[src/rtl/ramp_adc_ctrl.sv]
// Ramp-compare ADC sequencer.
// Settles the DAC at code 0, then ramps the code upward one step at a time
// until the synchronized comparator reports a crossing. The crossing code is
// recovered from a short history of driven codes so that synchronizer latency
// does not bias the result. Supports one-shot and free-running operation.
module ramp_adc_ctrl #(
  parameter int CODE_W        = 8,
  parameter int STEP_CYCLES   = 4,
  parameter int SETTLE_CYCLES = 16,
  parameter int SYNC_LATENCY  = 2
) (
  input  logic              clk,
  input  logic              reset,
  input  logic              start,
  input  logic              continuous,
  input  logic              vcompare_sync,
  input  logic              cross_pulse,
  output logic [CODE_W-1:0] dac_code,
  output logic              busy,
  output logic [CODE_W-1:0] result,
  output logic              result_valid,
  output logic              overrange,
  output logic              underrange
);

  // A zero-latency configuration still gets a one-entry array so the
  // declaration stays legal; it is simply never read in that case.
  localparam int HIST_D   = (SYNC_LATENCY > 0) ? SYNC_LATENCY : 1;
  localparam int STEP_W   = $clog2(STEP_CYCLES + 1);
  localparam int SETTLE_W = $clog2(SETTLE_CYCLES + 1);

  localparam logic [CODE_W-1:0]   CODE_FULL   = '1;
  localparam logic [STEP_W-1:0]   STEP_LAST   = STEP_W'(STEP_CYCLES - 1);
  localparam logic [SETTLE_W-1:0] SETTLE_LAST = SETTLE_W'(SETTLE_CYCLES - 1);

  typedef enum logic [1:0] {
    S_IDLE,
    S_SETTLE,
    S_RAMP,
    S_DONE
  } state_t;

  state_t              state_q;
  logic [STEP_W-1:0]   step_q;
  logic [SETTLE_W-1:0] settle_q;
  logic [CODE_W-1:0]   dac_q;
  logic [CODE_W-1:0]   result_q;
  logic                busy_q;
  logic                valid_q;
  logic                over_q;
  logic                under_q;
  logic [CODE_W-1:0]   hist_q [HIST_D];
  logic [CODE_W-1:0]   cap_code_d;

  // Code that was on the DAC when the comparator actually tripped.
  always_comb begin
    cap_code_d = dac_q;
    if (SYNC_LATENCY > 0) cap_code_d = hist_q[HIST_D-1];
  end

  // Conversion sequencer: state, counters, code history and registered outputs.
  always_ff @(posedge clk) begin
    if (reset) begin
      state_q  <= S_IDLE;
      step_q   <= '0;
      settle_q <= '0;
      dac_q    <= '0;
      result_q <= '0;
      busy_q   <= 1'b0;
      valid_q  <= 1'b0;
      over_q   <= 1'b0;
      under_q  <= 1'b0;
      for (int i = 0; i < HIST_D; i++) hist_q[i] <= '0;
    end else begin
      valid_q <= 1'b0;
      case (state_q)
        S_IDLE: begin
          dac_q  <= '0;
          busy_q <= 1'b0;
          if (start || continuous) begin
            state_q  <= S_SETTLE;
            busy_q   <= 1'b1;
            settle_q <= '0;
          end
        end

        S_SETTLE: begin
          if (settle_q == SETTLE_LAST) begin
            if (vcompare_sync) begin
              // Input is below the bottom of the ramp: report underrange.
              result_q <= '0;
              under_q  <= 1'b1;
              over_q   <= 1'b0;
              busy_q   <= 1'b0;
              valid_q  <= 1'b1;
              dac_q    <= '0;
              state_q  <= S_DONE;
            end else begin
              state_q <= S_RAMP;
              dac_q   <= '0;
              step_q  <= '0;
              // Codes from before this ramp must not leak into the result.
              for (int i = 0; i < HIST_D; i++) hist_q[i] <= '0;
            end
          end else begin
            settle_q <= settle_q + 1'b1;
          end
        end

        S_RAMP: begin
          hist_q[0] <= dac_q;
          for (int i = 1; i < HIST_D; i++) hist_q[i] <= hist_q[i-1];
          if (cross_pulse) begin
            // A crossing beats a simultaneous full-scale expiry.
            result_q <= cap_code_d;
            over_q   <= 1'b0;
            under_q  <= 1'b0;
            busy_q   <= 1'b0;
            valid_q  <= 1'b1;
            dac_q    <= '0;
            state_q  <= S_DONE;
          end else if (step_q == STEP_LAST) begin
            step_q <= '0;
            if (dac_q == CODE_FULL) begin
              result_q <= CODE_FULL;
              over_q   <= 1'b1;
              under_q  <= 1'b0;
              busy_q   <= 1'b0;
              valid_q  <= 1'b1;
              dac_q    <= '0;
              state_q  <= S_DONE;
            end else begin
              dac_q <= dac_q + 1'b1;
            end
          end else begin
            step_q <= step_q + 1'b1;
          end
        end

        S_DONE: begin
          dac_q  <= '0;
          busy_q <= 1'b0;
          if (continuous) begin
            state_q  <= S_SETTLE;
            busy_q   <= 1'b1;
            settle_q <= '0;
          end else begin
            state_q <= S_IDLE;
          end
        end

        default: begin
          state_q <= S_IDLE;
          busy_q  <= 1'b0;
          dac_q   <= '0;
        end
      endcase
    end
  end

  assign dac_code     = dac_q;
  assign busy         = busy_q;
  assign result       = result_q;
  assign result_valid = valid_q;
  assign overrange    = over_q;
  assign underrange   = under_q;

endmodule

[config.mk]
export PLATFORM = sky130hd
export DESIGN_NAME = ramp_adc_ctrl
export DESIGN_NICKNAME = d
export VERILOG_FILES = /design/src/rtl/ramp_adc_ctrl.sv
export SDC_FILE = /design/constraint.sdc
export NUM_CORES = 1
export LEC_CHECK = 0
export ABC_CLOCK_PERIOD_IN_PS = 2100
export BUFFER_PORTS_ARGS = -buffer_cell sky130_fd_sc_hd__buf_2
export CELL_PAD_IN_SITES_DETAIL_PLACEMENT = 1
export CELL_PAD_IN_SITES_GLOBAL_PLACEMENT = 2
export CORE_MARGIN = 5
export CORE_UTILIZATION = 30
export DETAILED_ROUTE_END_ITERATION = 10
export PLACE_DENSITY_LB_ADDON = 0.1
export SKIP_LAST_GASP = 1
export SLEW_MARGIN = 30
export SYNTH_ARGS = -nofsm -noshare
export SYNTH_HDL_FRONTEND = slang
export SYNTH_SLANG_ARGS = --single-unit
[constraint.sdc]
create_clock -name clk -period 2.1 [get_ports clk]
set_input_delay 0.42 -clock clk [delete_from_list [all_inputs] [get_ports clk]]
set_output_delay 0.42 -clock clk [all_outputs]
set_load 0.02 [all_outputs]
==> run_results.csv, run 1 <==
group,metric,value,unit
timing,post-route-min-period,1.912,ns
cells_and_area,final_area,2715,sq um
worst_setup_path,cp-end-kind,"flip-flop",
placed_design,gp_congestion,0.7356,
synthesis,synth_fp_nets,242,
grt,grt_max_degree,25,
job,cap_viol_max_count,0,
timing,setup_viol,0,
clock_tree,cts.sink_count,46,
hold_path,hp-class,"input pin to flip-flop",
clock_tree,post_cts_resized,0,
power,peakVddDrop,0.0003026,V
timing,worst_slew_pin_slew,0.4683,ns
cells_and_area,finalNetCount,280,
timing,maxSlewHeadroom,68.78,%
cells_and_area,register_area,1084,sq um
synthesis,synth-edff-count,16,
detailed_routing,finalWirelength,6019,microns
die,core,7292,sq um
detailed_routing,first_iter_violations,35,
clock_tree,insertion_delay,0.30,ns
die,die_area,9354,sq um
worst_setup_path,arrival,2.15,ns
synthesis,ys_ff_latch,46,
clock_tree,postCtsSetupRepairBufs,0,
synthesis,synth_area_leaders,"dfxtp_1 (27%), edfxtp_1 (21%), a21oi_1 (5.5%)",
power,leakagePower,1.063,nW
placed_design,portBuffers,25,
die,die_x,96.72,microns
clock_tree,clkTransAtPathRegs,0.09,ns
cells_and_area,fillers,871,
status,status,"finished clean",
detailed_routing,drt-pass1-iter-count,4,
synthesis,ys.flop_type,"dfxtp_1",
worst_setup_path,crit_type,"flip-flop to flip-flop",
timing,fmax,523.1,MHz
grt,grt_pass1_wl,10050,microns
die,rows,31,
cells_and_area,drive_gt1_share,24.06,%
die,die_y,96.72,microns
grt,antenna_found_initial,0,
synthesis,yosys_warnings,0,
timing,finalClockSkew,0.007037,ns
detailed_routing,num_vias,1852,
grt,grt_remaining_overflow,0,
placed_design,placed_area,2603,sq um
worst_setup_path,crit_path_frequent_cell,"buf_4",
worst_setup_path,slowest_delay,0.39,ns
clock_tree,tritoncts,"built",
synthesis,syn_area,2256,sq um
cells_and_area,diodes,0,
worst_setup_path,cp.required,2.34,ns
cells_and_area,multi_input_area,1094,sq um
timing,slew_violations,0,
cells_and_area,area_delta_synth_final,20.35,%
synthesis,synth-seq-area-share,47.92,%
detailed_routing,wire_per_inst,16.49,microns
clock_tree,hold_buffers,0,
grt,grtUsageTotal,13.18,%
worst_setup_path,slowest_stage,"dfxtp_1",
clock_tree,root_buffer,"clkbuf_8",
die,ioPinCount,26,
power,powerDensity,1130,nW/um^2
timing,rsz0062_at_grt,"no",
synthesis,yosysTopAreaCellShare,26.62,%
synthesis,syn-mean-instance-area,9.938,sq um
synthesis,synth-async-reset-ratio,0,%
clock_tree,clk_path_buf_depth,2,
synthesis,synthDistinctLibCells,45,
detailed_routing,drc_errors,0,
timing,hold_viol,0,
worst_setup_path,path_max_fanout,9,
synthesis,synth_cells,227,
placed_design,dp_hpwl,4437,microns
detailed_routing,routed_via_density,5.074,
timing,period_share,91.03,%
detailed_routing,drtAntennaViolNets,0,
timing,tns,0,ns
worst_setup_path,startpoint_type,"flip-flop",
clock_tree,cts_made_buffers,5,
die,start_util,30.94,%
synthesis,yosysTopAreaCell,"dfxtp_1",
clock_tree,cts_htree_levels,2,
worst_setup_path,path_cells,"inv_1 -> ha_1 -> nor2b_1 -> buf_4 -> a2111oi_4 -> buf_4 -> o2111ai_1 -> a21oi_1",
grt,grt_pass1_vias,1835,
## cells in the mapped netlist, types with 3 or more instances
master	count
edfxtp_1	16
dfxtp_1	30
or4_1	6
o2111ai_1	10
nand2_1	9
nor2_1	8
buf_6	3
a21oi_1	25
o21ai_0	16
nand2b_1	5
nand4_1	3
o31ai_1	5
nand3_1	5
nor3_1	4
ha_1	9
and3_1	18
inv_1	11
clkbuf_1	7
## critical path: cells and delay by family, from the launching register on
| family | cells | cell delay [ns] |
|---|---|---|
| DFF | 1 | 0.39 |
| buffers and inverters | 3 | 0.49 |
| AOI/OAI and AO/OA | 3 | 0.50 |
| and+or+nand+nor | 1 | 0.19 |
| adders and majority gates | 1 | 0.28 |
## layout make-up
class                           instances  share of cell area (%)
Multi-Input combinational cell        158                   40.28
Sequential cell                        46                   39.91
Timing Repair Buffer                   43                   9.585
Tap cell                               99                   4.562
Clock buffer                            5                   2.535
Clock inverter                          3                   1.613
Inverter                               11                   1.521
## per-layer routing
metal / share of wire (%) / track usage [%] / vias to the layer above
li1: - / - / 939
met1: 54 / 19.18 / 886
met2: 43 / 19.27 / 21
met3: 2.4 / 3.309 / 6
met4: 1.0 / 3.564 / 0
met5: 0 / 0 / -
## power by group
group | switching, mW | internal (mW)
Sequential | 0.0733 | 1.05
Combinational | 0.777 | 0.491
Clock | 0.318 | 0.357
## stage by stage
step | instances | power (mW) | hold slack (ns) | setup WS (ns) | utilization, %
floorplan | 227 | 1.978 | 0.4500 | 0.007006 | -
global placement | 357 | 2.411 | 0.4559 | 0.2426 | 35.69
detailed placement | 357 | 2.415 | 0.4673 | 0.2007 | 35.69
CTS | 365 | 3.104 | 0.4389 | 0.1815 | 37.23
global route | 365 | 3.281 | 0.4507 | 0.02971 | 37.23
finish | 365 | 3.068 | 0.4587 | 0.1883 | 37.23
## cells in the final DEF (no fill, tap or decap), types with 5 or more instances in the layout
cell | Yosys | routed
clkbuf_8 | 0 | 5
ha_1 | 9 | 7
nand3_1 | 5 | 5
a21oi_1 | 25 | 25
or4_1 | 6 | 6
buf_4 | 0 | 18
edfxtp_1 | 16 | 16
inv_1 | 11 | 11
o31ai_1 | 5 | 5
nand2b_1 | 5 | 5
nor2_1 | 8 | 8
and3_1 | 18 | 17
dfxtp_1 | 30 | 28
o2111ai_1 | 10 | 10
buf_2 | 2 | 25
o21ai_0 | 16 | 16
nand2_1 | 9 | 9
## kinds of logic after synthesis
| family | Yosys count | share of synthesized area (%) |
|---|---|---|
| muxes | 2 | 0.8874 |
| and+or+nand+nor | 71 | 18.47 |
| DFF | 46 | 47.92 |
| buffers and inverters | 23 | 4.936 |
| xor gates and xnor gates | 3 | 1.165 |
| AOI/OAI and AO/OA | 73 | 21.63 |
| adders and majority gates | 9 | 4.992 |
## sequential cells by signal, summed over array words and instances (netlist names)
| signal | flops |
|---|---|
| dac_code | 8 |
| underrange | 1 |
| settle_q | 5 |
| result | 8 |
| step_q | 3 |
| hist_q | 16 |
| state_q | 2 |
| overrange | 1 |
| result_valid | 1 |
| busy | 1 |
## worst paths after layout
path | startpoint | end | slack [ns] | depth (start not counted)
setup / recovery | state_q[1] | result[0] | 0.19 | 8
hold / removal | vcompare_sync | result_valid | 0.46 | 3
setup reg to reg | state_q[1] | result[0] | 0.19 | 8
hold reg to reg | result[2] | result[2] | 0.47 | 2
(Power assumes the default switching activity.)
==> inputs of run 2 (changes only) <==
--- a/config.mk
+++ b/config.mk
@@ -9,6 +9,7 @@
 export BUFFER_PORTS_ARGS = -buffer_cell sky130_fd_sc_hd__buf_2
 export CELL_PAD_IN_SITES_DETAIL_PLACEMENT = 1
 export CELL_PAD_IN_SITES_GLOBAL_PLACEMENT = 2
+export CORE_ASPECT_RATIO = 1.1
 export CORE_MARGIN = 5
 export CORE_UTILIZATION = 30
 export DETAILED_ROUTE_END_ITERATION = 10
==> run 2 against run 1 <==
  * Power decreased by 0.54%
  * Wire length increased by 5.3%
  * Critical endpoint is now settle_q[3]
  * Largest cell class unchanged
  * Final cell count decreased by 2.7%
  * Die area about the same
==> run_results.csv, run 2 (synthesis results as in run 1) <==
group,metric,value,unit
worst_setup_path,cp.required,2.34,ns
die,rows,33,
worst_setup_path,path_cells,"inv_1 -> ha_1 -> buf_4 -> nor2_1 -> nor2_1 -> or4_1 -> a21oi_1",
cells_and_area,final_cells,355,
detailed_routing,drt-pass1-iter-count,4,
placed_design,portBuffers,25,
worst_setup_path,cp-end-kind,"flip-flop",
job,cap_viol_max_count,0,
clock_tree,hold_buffers,0,
grt,grt_remaining_overflow,0,
worst_setup_path,crit_family,"simple AND/OR/NAND/NOR gates",
power,power,3.051,mW
worst_setup_path,slowest_delay,0.49,ns
clock_tree,postCtsSetupRepairBufs,0,
worst_setup_path,rrSetupSlack,0.17,ns
die,die_area,9356,sq um
worst_setup_path,path_depth,7,
detailed_routing,num_vias,1884,
timing,worst_slew_pin_slew,0.5262,ns
placed_design,dp.cells,347,
cells_and_area,final_common_cell,"dfxtp_1",
grt,antenna_found_initial,0,
worst_setup_path,startpoint_type,"flip-flop",
hold_path,hold_depth,3,
status,status,"finished clean",
placed_design,gp_congestion,0.7618,
worst_setup_path,crit_path_frequent_cell,"nor2_1",
detailed_routing,wire_per_inst,17.86,microns
detailed_routing,drc_errors,0,
cells_and_area,drive_gt1_share,24.63,%
clock_tree,clkTransAtPathRegs,0.09,ns
grt,grt_max_degree,19,
clock_tree,post_cts_resized,0,
cells_and_area,layout_common_cells,"dfxtp_1 (28), a21oi_1 (25), buf_2 (25)",
timing,holdWs,0.4489,ns
timing,slew_violations,0,
timing,hold_viol,0,
worst_setup_path,crit_type,"flip-flop to flip-flop",
cells_and_area,largest_reg_flops,16,
die,die_y,101.0,microns
clock_tree,cts.sink_count,46,
die,ioPinCount,26,
die,die_x,92.68,microns
cells_and_area,finalNetCount,282,
clock_tree,cts_made_buffers,5,
worst_setup_path,arrival,2.17,ns
detailed_routing,routed_via_density,5.307,
die,core,7391,sq um
hold_path,hp-class,"input pin to flip-flop",
die,start_util,30.52,%
timing,post-route-min-period,1.928,ns
detailed_routing,first_iter_violations,48,
cells_and_area,fillers,847,
timing,rsz0062_at_grt,"no",
clock_tree,clk_path_buf_depth,2,
detailed_routing,finalWirelength,6340,microns
clock_tree,insertion_delay,0.30,ns
power,powerDensity,1123,nW/um^2
power,leakagePower,1.065,nW
timing,maxSlewHeadroom,64.92,%
cells_and_area,largest_register,"hist_q",
grt,grt_pass1_vias,1938,
detailed_routing,drtAntennaViolNets,0,
power,peakVddDrop,0.0003786,V
timing,period_share,91.82,%
timing,fmax,518.6,MHz
timing,tns,0,ns
cells_and_area,area_delta_synth_final,20.47,%
worst_setup_path,slowest_stage,"or4_1",
clock_tree,root_buffer,"clkbuf_8",
worst_setup_path,path_max_fanout,7,
worst_setup_path,crit_buf_inv,2,
grt,grtUsageTotal,14.45,%
clock_tree,tritoncts,"built",
cells_and_area,diodes,0,
cells_and_area,fin_util,36.77,%
grt,grt_pass1_wl,10560,microns
timing,finalClockSkew,0.005310,ns
worst_setup_path,worstRegToRegCells,7,
timing,setup_viol,0,
clock_tree,cts_htree_levels,2,
placed_design,dp_hpwl,4738,microns
## run 2: changes by cell type in the layout (fill, tap and decap cells not counted), sizes merged
| cell | before | now |
|---|---|---|
| clkinvlp | 0 | 1 |
| inv | 12 | 11 |
| clkbuf | 5 | 6 |
| buf | 43 | 45 |
| clkinv | 1 | 0 |
## run 2: cell type report
cell class / instances / area (sq um) / area share [%]
Multi-Input combinational cell: 158 / 1099 / 40.42
Sequential cell: 46 / 1084 / 39.87
Clock buffer: 6 / 72.57 / 2.670
Timing Repair Buffer: 45 / 275.3 / 10.13
Inverter: 11 / 41.29 / 1.519
Tap cell: 87 / 108.9 / 4.006
Clock inverter: 2 / 37.54 / 1.381
## run 2: metal layers
metal / global-route usage, % / part of all wire [%] / vias to the layer above
met4: 4.961 / 2.0 / 0
met1: 18.99 / 49 / 915
li1: - / - / 934
met5: 0 / 0 / -
met3: 3.062 / 2.7 / 9
met2: 23.60 / 46 / 26
## run 2: metrics by stage
step / worst slack, ns / cell area [sq um]
2_1_floorplan: 0.007006 / 2288
6_report: 0.1719 / 2718
5_1_grt: 0.01650 / 2718
3_3_place_gp: 0.2031 / 2603
4_1_cts: 0.09882 / 2713
3_5_place_dp: 0.1091 / 2603
## run 2: path summary, 6_finish.rpt
kind | start | end
setup / recovery | state_q[1] | settle_q[3]
hold / removal | vcompare_sync | result_valid
setup reg to reg | state_q[1] | settle_q[3]
hold reg to reg | result[1] | result[1]
## run 2: power breakdown
group	internal, mW	total (mW)	leakage (nW)	switching (mW)
Sequential	1.05	1.12	0.411	0.0711
Combinational	0.483	1.26	0.603	0.780
Clock	0.355	0.666	0.0514	0.310
## run 2: tightest hold or removal path: cells and delay by family
kind,cells,cell delay [ns]
buffers and inverters,1,0.15
AND/OR/NAND/NOR,1,0.08
AO/OA/AOI/OAI,1,0.05
